<file path="config.mk">
export PLATFORM = sky130hd
export DESIGN_NAME = pc_sequencer
export DESIGN_NICKNAME = d
export VERILOG_FILES = /design/src/rtl/pc_sequencer.sv
export SDC_FILE = /design/constraint.sdc
export NUM_CORES = 1
export LEC_CHECK = 0
export CAP_MARGIN = 20
export CORE_MARGIN = 4
export CORE_UTILIZATION = 53
export DETAILED_ROUTE_END_ITERATION = 12
export PLACE_DENSITY = 0.81
export SKIP_LAST_GASP = 1
export SLEW_MARGIN = 20
export SYNTH_ARGS = -nofsm -noshare
export SYNTH_HDL_FRONTEND = slang
export SYNTH_SLANG_ARGS = --single-unit
</file>
<file path="constraint.sdc">
create_clock -name clk -period 5.5 [get_ports clk]
set_input_delay 1.375 -clock clk [delete_from_list [all_inputs] [get_ports clk]]
set_output_delay 1.375 -clock clk [all_outputs]
set_load 0.05 [all_outputs]
</file>
<file path="src/rtl/pc_sequencer.sv">
// pc_sequencer: fetch-address sequencer with a one-cycle conditional jump resolve
// followed by a fixed-length flush window; every output comes straight from a flop.
module pc_sequencer #(
  parameter int DATA_WIDTH = 32,
  parameter logic [DATA_WIDTH-1:0] RESET_PC = '0,
  parameter int FLUSH_CYCLES = 2
) (
  input  logic                  clk,
  input  logic                  rst_n,
  input  logic                  i_stall,
  input  logic                  i_jump_req,
  input  logic [DATA_WIDTH-1:0] i_perand0,
  input  logic [DATA_WIDTH-1:0] i_perand1,
  input  logic [DATA_WIDTH-1:0] i_direct_addr,
  input  logic                  i_fetch_ready,
  output logic [DATA_WIDTH-1:0] o_pc,
  output logic                  o_fetch_valid,
  output logic                  o_flush,
  output logic                  o_taken,
  output logic                  o_busy
);
  typedef enum logic [1:0] {IDLE, RUN, BRANCH, FLUSH} state_t;
  localparam logic [DATA_WIDTH-1:0] ONE = 1;
  localparam logic [3:0] FLUSH_LAST = 4'(FLUSH_CYCLES - 1);
  state_t state_q, state_d;
  logic [DATA_WIDTH-1:0] pc_q, pc_d, op0_q, op0_d, op1_q, op1_d, tgt_q, tgt_d;
  logic [3:0] cnt_q, cnt_d;
  logic valid_q, valid_d, flush_q, flush_d, taken_q, taken_d, busy_q, busy_d;
  always_ff @(posedge clk or negedge rst_n) begin
    if (!rst_n) begin
      state_q <= IDLE;
      pc_q    <= RESET_PC;
      op0_q   <= '0;
      op1_q   <= '0;
      tgt_q   <= '0;
      cnt_q   <= '0;
      valid_q <= 1'b0;
      flush_q <= 1'b0;
      taken_q <= 1'b0;
      busy_q  <= 1'b0;
    end else begin
      state_q <= state_d;
      pc_q    <= pc_d;
      op0_q   <= op0_d;
      op1_q   <= op1_d;
      tgt_q   <= tgt_d;
      cnt_q   <= cnt_d;
      valid_q <= valid_d;
      flush_q <= flush_d;
      taken_q <= taken_d;
      busy_q  <= busy_d;
    end
  end
  always_comb begin
    state_d = state_q;
    pc_d    = pc_q;
    op0_d   = op0_q;
    op1_d   = op1_q;
    tgt_d   = tgt_q;
    cnt_d   = cnt_q;
    case (state_q)
      IDLE: state_d = RUN;
      RUN: begin
        if (!i_stall && i_jump_req) begin
          state_d = BRANCH;
          op0_d   = i_perand0;
          op1_d   = i_perand1;
          tgt_d   = i_direct_addr;
        end else if (!i_stall && valid_q && i_fetch_ready) begin
          pc_d = pc_q + ONE;
        end
      end
      BRANCH: begin
        state_d = (op0_q == op1_q) ? FLUSH : RUN;
        pc_d    = (op0_q == op1_q) ? tgt_q : pc_q;
        cnt_d   = FLUSH_LAST;
      end
      FLUSH: begin
        state_d = (cnt_q == 4'd0) ? RUN : FLUSH;
        cnt_d   = (cnt_q == 4'd0) ? cnt_q : cnt_q - 4'd1;
      end
      default: state_d = IDLE;
    endcase
    // leaving BRANCH/FLUSH fetches immediately; the IDLE->RUN cycle never does
    valid_d = (state_d == RUN) && ((state_q == RUN) ? !i_stall : (state_q != IDLE));
    flush_d = state_d == FLUSH;
    busy_d  = (state_d == BRANCH) || (state_d == FLUSH);
    taken_d = (state_q == BRANCH) && (state_d == FLUSH);
  end
  assign o_pc          = pc_q;
  assign o_fetch_valid = valid_q;
  assign o_flush       = flush_q;
  assign o_taken       = taken_q;
  assign o_busy        = busy_q;
endmodule

</file>
Word level (Yosys, flattened, before mapping)
Index checks and enable logic that the tools add are counted.
Word-level totals
  bits of input ports: 101
  output and inout bits: 36
  register bits: 138
Operators by class
  equality and inequality tests: 11
  reduce and logical (&&, ||, !) cells: 15
  multiplexer cells: 11
  add/sub/neg operators: 2
Operators with widths (count)
  $mux 32: 3
  $pmux 32 s2: 1
  $add 32x1->32 const B: 1
  $eq 32x32->1: 1
  $eq 2x2->1 const B: 4
  $ne 2x2->1 const B: 4
  $pmux 2 s4: 1
  $pmux 4 s2: 1
  $mux 2: 3
  $reduce_bool 2->1: 3
  $logic_and 1x1->1: 5
  $eq 2x1->1 const B: 2
  $logic_not 4->1: 1
  $mux 4: 1
  $reduce_and 2->1: 2
  $reduce_and 4->1: 1
  $sub 4x1->4 const B: 1
  $logic_not 2->1: 1
  $logic_not 1->1: 1
  $logic_or 1x1->1: 1
  $mux 1: 1

Longest topological paths before layout
  word-level depth: 6
  gate-level depth with buffers: 10

Worst setup path before layout
OpenSTA, ideal clock, no wires.
  path kind: input port to flip-flop
  start point: input port i_stall
  end point: register pc_q[13], in the netlist o_pc[13]
  setup time: 0.122 ns
  stages on the path: 9
  path buffers: 3
  data arrival time: 2.628 ns
  slack: 2.749 ns
  cell sequence: nor2_1 and2_1 buf_2 inv_1 nand2b_1 buf_2 buf_1 a21oi_1 o22a_1
On the way
  word-level cells in the longest chain between the ends: 5
  elaborated cells between the ends (all ways): 7
Ends and longest elaborated chain
  start: declaration: line 10  | input logic i_stall,
  $logic_not 1->1 (*): line 64, 69
  $logic_and 1x1->1 (2 in series): line 69  | end else if (!i_stall && valid_q && i_fetch_ready) begin
  $ne 2x2->1 (no source line)
  $reduce_and 4->1 (no source line) (*)
  end signal: assignment: line 43  | pc_q <= pc_d;
  end: declaration: line 26  | logic [DATA_WIDTH-1:0] pc_q, pc_d, op0_q, op0_d, op1_q, op1_d, tgt_q, tgt_d;
Mark *: on every way between the ends. The rest lies on a longest branch, timed or not.
A chain may end at the register's enable or synchronous reset.

Worst setup path in the final report
  start point: input port i_stall
  end point: register pc_q[1], in the netlist o_pc[1]
Same word-level chain as after synthesis.

==> impl_results.md <==
* Grt total ovfl at 0
* Post-Synth XOR/XNOR Area at 4.53%
* CTS tree: yes
* Combinational family with the most area after synthesis: simple AND/OR/NAND/NOR gates
* CP required at 5.75 ns
* Synth Area in Compound Gates at 11.8%
* Slowest cell on crit path: and2_0
* Initial antenna violation count at 0
* First-pass GRT wire length at 29.0 mm
* Top cell type's share of synthesized area at 52.5%
* HP Class: flip-flop to flip-flop
* Least-Margin Pin Slew at 1.05 ns
* Rows at 40
* Clock tree buffer depth at 2
* Area contributors post-synth: dfrtp_1 53%, nand2_1 18%, xnor2_1 4.5%, a21oi_1 2.1%, nor2_1 1.9%
* GRT Util Overall at about 25%
* FF+latch count, synth at 138
* GPL Wtd Cong at 0.819
* Nets at 985
* Synth cell count leaders: 317 x nand2_1, 138 x dfrtp_1, 34 x nor2_1, 34 x xnor2_1, 33 x clkbuf_1
* Setup slack, reg-to-reg at between 2 and 2.5 ns
* Hold Path Depth at 2
* Status: finished clean
* Worst-Skew Late Latency at around 0.42 ns
* # diodes at 0
* Hold_buf cts at 0
* CP Capture Type: flip-flop
* Worst path cell trace: clkdlybuf4s50_1 -> nor2_1 -> nand3_1 -> nand2b_1 -> and2_0 -> o21ai_0
* ANT nets after route at 0
* Cell taking the most area after synthesis: dfrtp_1
* Vias post-DR at 5804
* Cell Area, Synth at 6570 µm²
* Register area share after synthesis at 52.5%
* Count leader, synth: nand2_1
* Clock skew at between 0.007 and 0.008 ns
* Vias in the first global route at 5788
* Share of layout cells above drive strength 1 at 5.15%
* EDFF count, synth at 0
* RSZ-0062 raised after global routing: no
* Final setup margin at 1.84 ns
* Slowest stage delay, CP at roughly 0.8 ns
* Final Util at 71.4%
* Pre-antenna DRT Iters at 5
* Hold endpoint: tgt_q[6]
* Sink Count at 138
* Vias per cell at 5.47
* Max Fanout on Critical Path at 21
* Worst path bufs/invs at 1
* Final setup viols at 0
* Delay-heaviest family, CP: simple AND/OR/NAND/NOR gates
* Drt wl/cell at 16.5 µm
* Netlist cell types at between 40 and 50
* Die ar. at about 14000 µm²
* Pin count of the biggest net entering global routing at 106
* H-tree levels at 4
* Worst slew margin at 29.8%
* Simple-gate portion of the synthesized area at roughly 27%
* Ys flop type: dfrtp_1
* Number of synthesis warnings at 0
* Max VDD drop at 0.000249 V
* Asr flop ratio synth at 100%
* Fmax at between 200 and 300 MHz
* Quantity of I/O buffers inserted on ports at about 140
* Final TNS setup at 0 ns
* Post-CTS sizing at 0
* Worst flop-to-flop path endpoint: o_pc[5]
* Adder-cell share of the synthesized area at less than 1%
* Fin crit share at 66.6%
* WP data arrival at 3.91 ns
* Period minus WS final at 3.66 ns
* Setup CP Type: primary input to flip-flop
* Pwr Total at approximately 4.6 mW
* Post-Syn Nets at 869
* R2R Path Start: op1_q[24]
* Synthesized instance count at between 700 and 800
* FF-to-FF path depth at 6
* Max cap viols at 0
* Pre-CTS setup slack at between 1 and 1.5 ns
* Clock-pin slew on the worst setup and hold paths at 0.06 ns
* Die Wd at 119 µm
* Area Growth Syn to Fin at 31.0%
* I/O pin count at between 100 and 150
* PD cells at 532 nW/µm²
* Core area at around 12000 µm²
* Die Y at ~120 µm
* Clock buffer count from CTS at 17
* Mapped Avg Cell Area at 8.59 µm²
* Routed WL at 17.5 mm
* Slew Limit Fails at 0
* DRT iter0 DRCs at between 500 and 600
* Dpl hpwl at 11.4 mm
* Hold Path Origin: tgt_q[6]
* CP Launch Point: i_stall
* Starting Density at 54.5%
* Post-synthesis mux area share at 0.152%
* Crit path launch type: primary input
* Residual DRC count at 0
* Leak at 3.86 nW
* Clock Root Buffer: clkbuf_16
* Fin. Hold Viols at 0
* Setup Buffers After CTS at 0
[stage by stage]
stage / cells / instance area [µm²] / hold slack, ns
floorplan: 765 / 6570 / 0.440
global placement: 1030 / 8010 / 0.461
detailed placement: 1030 / 8010 / 0.463
CTS: 1062 / 8610 / 0.480
global route: 1062 / 8610 / 0.495
finish: 1062 / 8610 / 0.479
[routing by layer]
metal | GRT usage, % | share of wire (%)
met1 | 34.3 | 43
met2 | 40.8 | 49
met3 | 5.94 | 5.8
met4 | 7.95 | 1.6
met5 | 0 | 0
[placed cells by master, fill, tap and decap left out, drive strengths merged, types with 2 or more instances in the layout]
cell type	Yosys	routed
and4	2	2
a221o	10	10
o22a	11	11
o31ai	10	10
o21ai	11	11
clkinv	0	5
ha	3	3
and3	8	8
a22o	3	3
nand4	20	20
nand3	19	19
nand2b	3	3
nor2	34	34
nand2	317	317
nor3	4	4
clkbuf	33	21
xnor2	34	34
a31oi	16	16
clkdlybuf4s50	0	135
o22ai	6	6
a21boi	4	4
dfrtp	138	138
o2bb2a	4	4
inv	9	9
clkinvlp	0	4
buf	11	6
bufinv	0	2
nor2b	6	6
a41oi	2	2
and2	6	6
nor4	4	4
a21oi	27	27
[cell families (layout without fill, tap and decap cells)]
family                     Yosys count  after routing
and+or+nand+nor                    424            424
muxes                                1              1
adders and majority gates            3              3
xor gates and xnor gates            34             34
AOI/OAI and AO/OA                  112            112
buffers and inverters               53            182
DFF                                138            138
[flip-flops by register name, summed over array words and instances, names as in the netlist]
register,flops
cnt_q,4
o_busy,1
o_fetch_valid,1
o_flush,1
o_pc,32
o_taken,1
op0_q,32
op1_q,32
state_q,2
tgt_q,32
[worst min-delay path: stages (launching register included)]
cell and delay (ns):
dfrtp_1 0.34, nand2_1 0.05, nand2_1 0.06
[area by class of cell]
type,instances,area [µm²]
inverters,9,33.8
well taps,168,210
clock buffers,21,480
multi-input cells,574,2920
flip-flops and latches,138,3450
fillers,892,3450
repair buffers,141,1400
clock inverters,11,119
[power breakdown]
part	switching [mW]	leakage, nW	internal, mW
combinational	0.949	1.90	0.635
sequential	0.388	1.68	1.48
clock	0.427	0.287	0.712
[how the worst max path moves through the flow]
stage / to / slack [ns] / depth (start not counted)
floorplan: o_pc[13] / 2.75 / 9
detailed placement: o_pc[1] / 1.48 / 6
finish: o_pc[1] / 1.84 / 6
global route: o_pc[1] / 1.77 / 6
CTS: o_pc[1] / 1.93 / 6
global placement: o_pc[17] / 1.58 / 6
(Power assumes the default switching activity.)
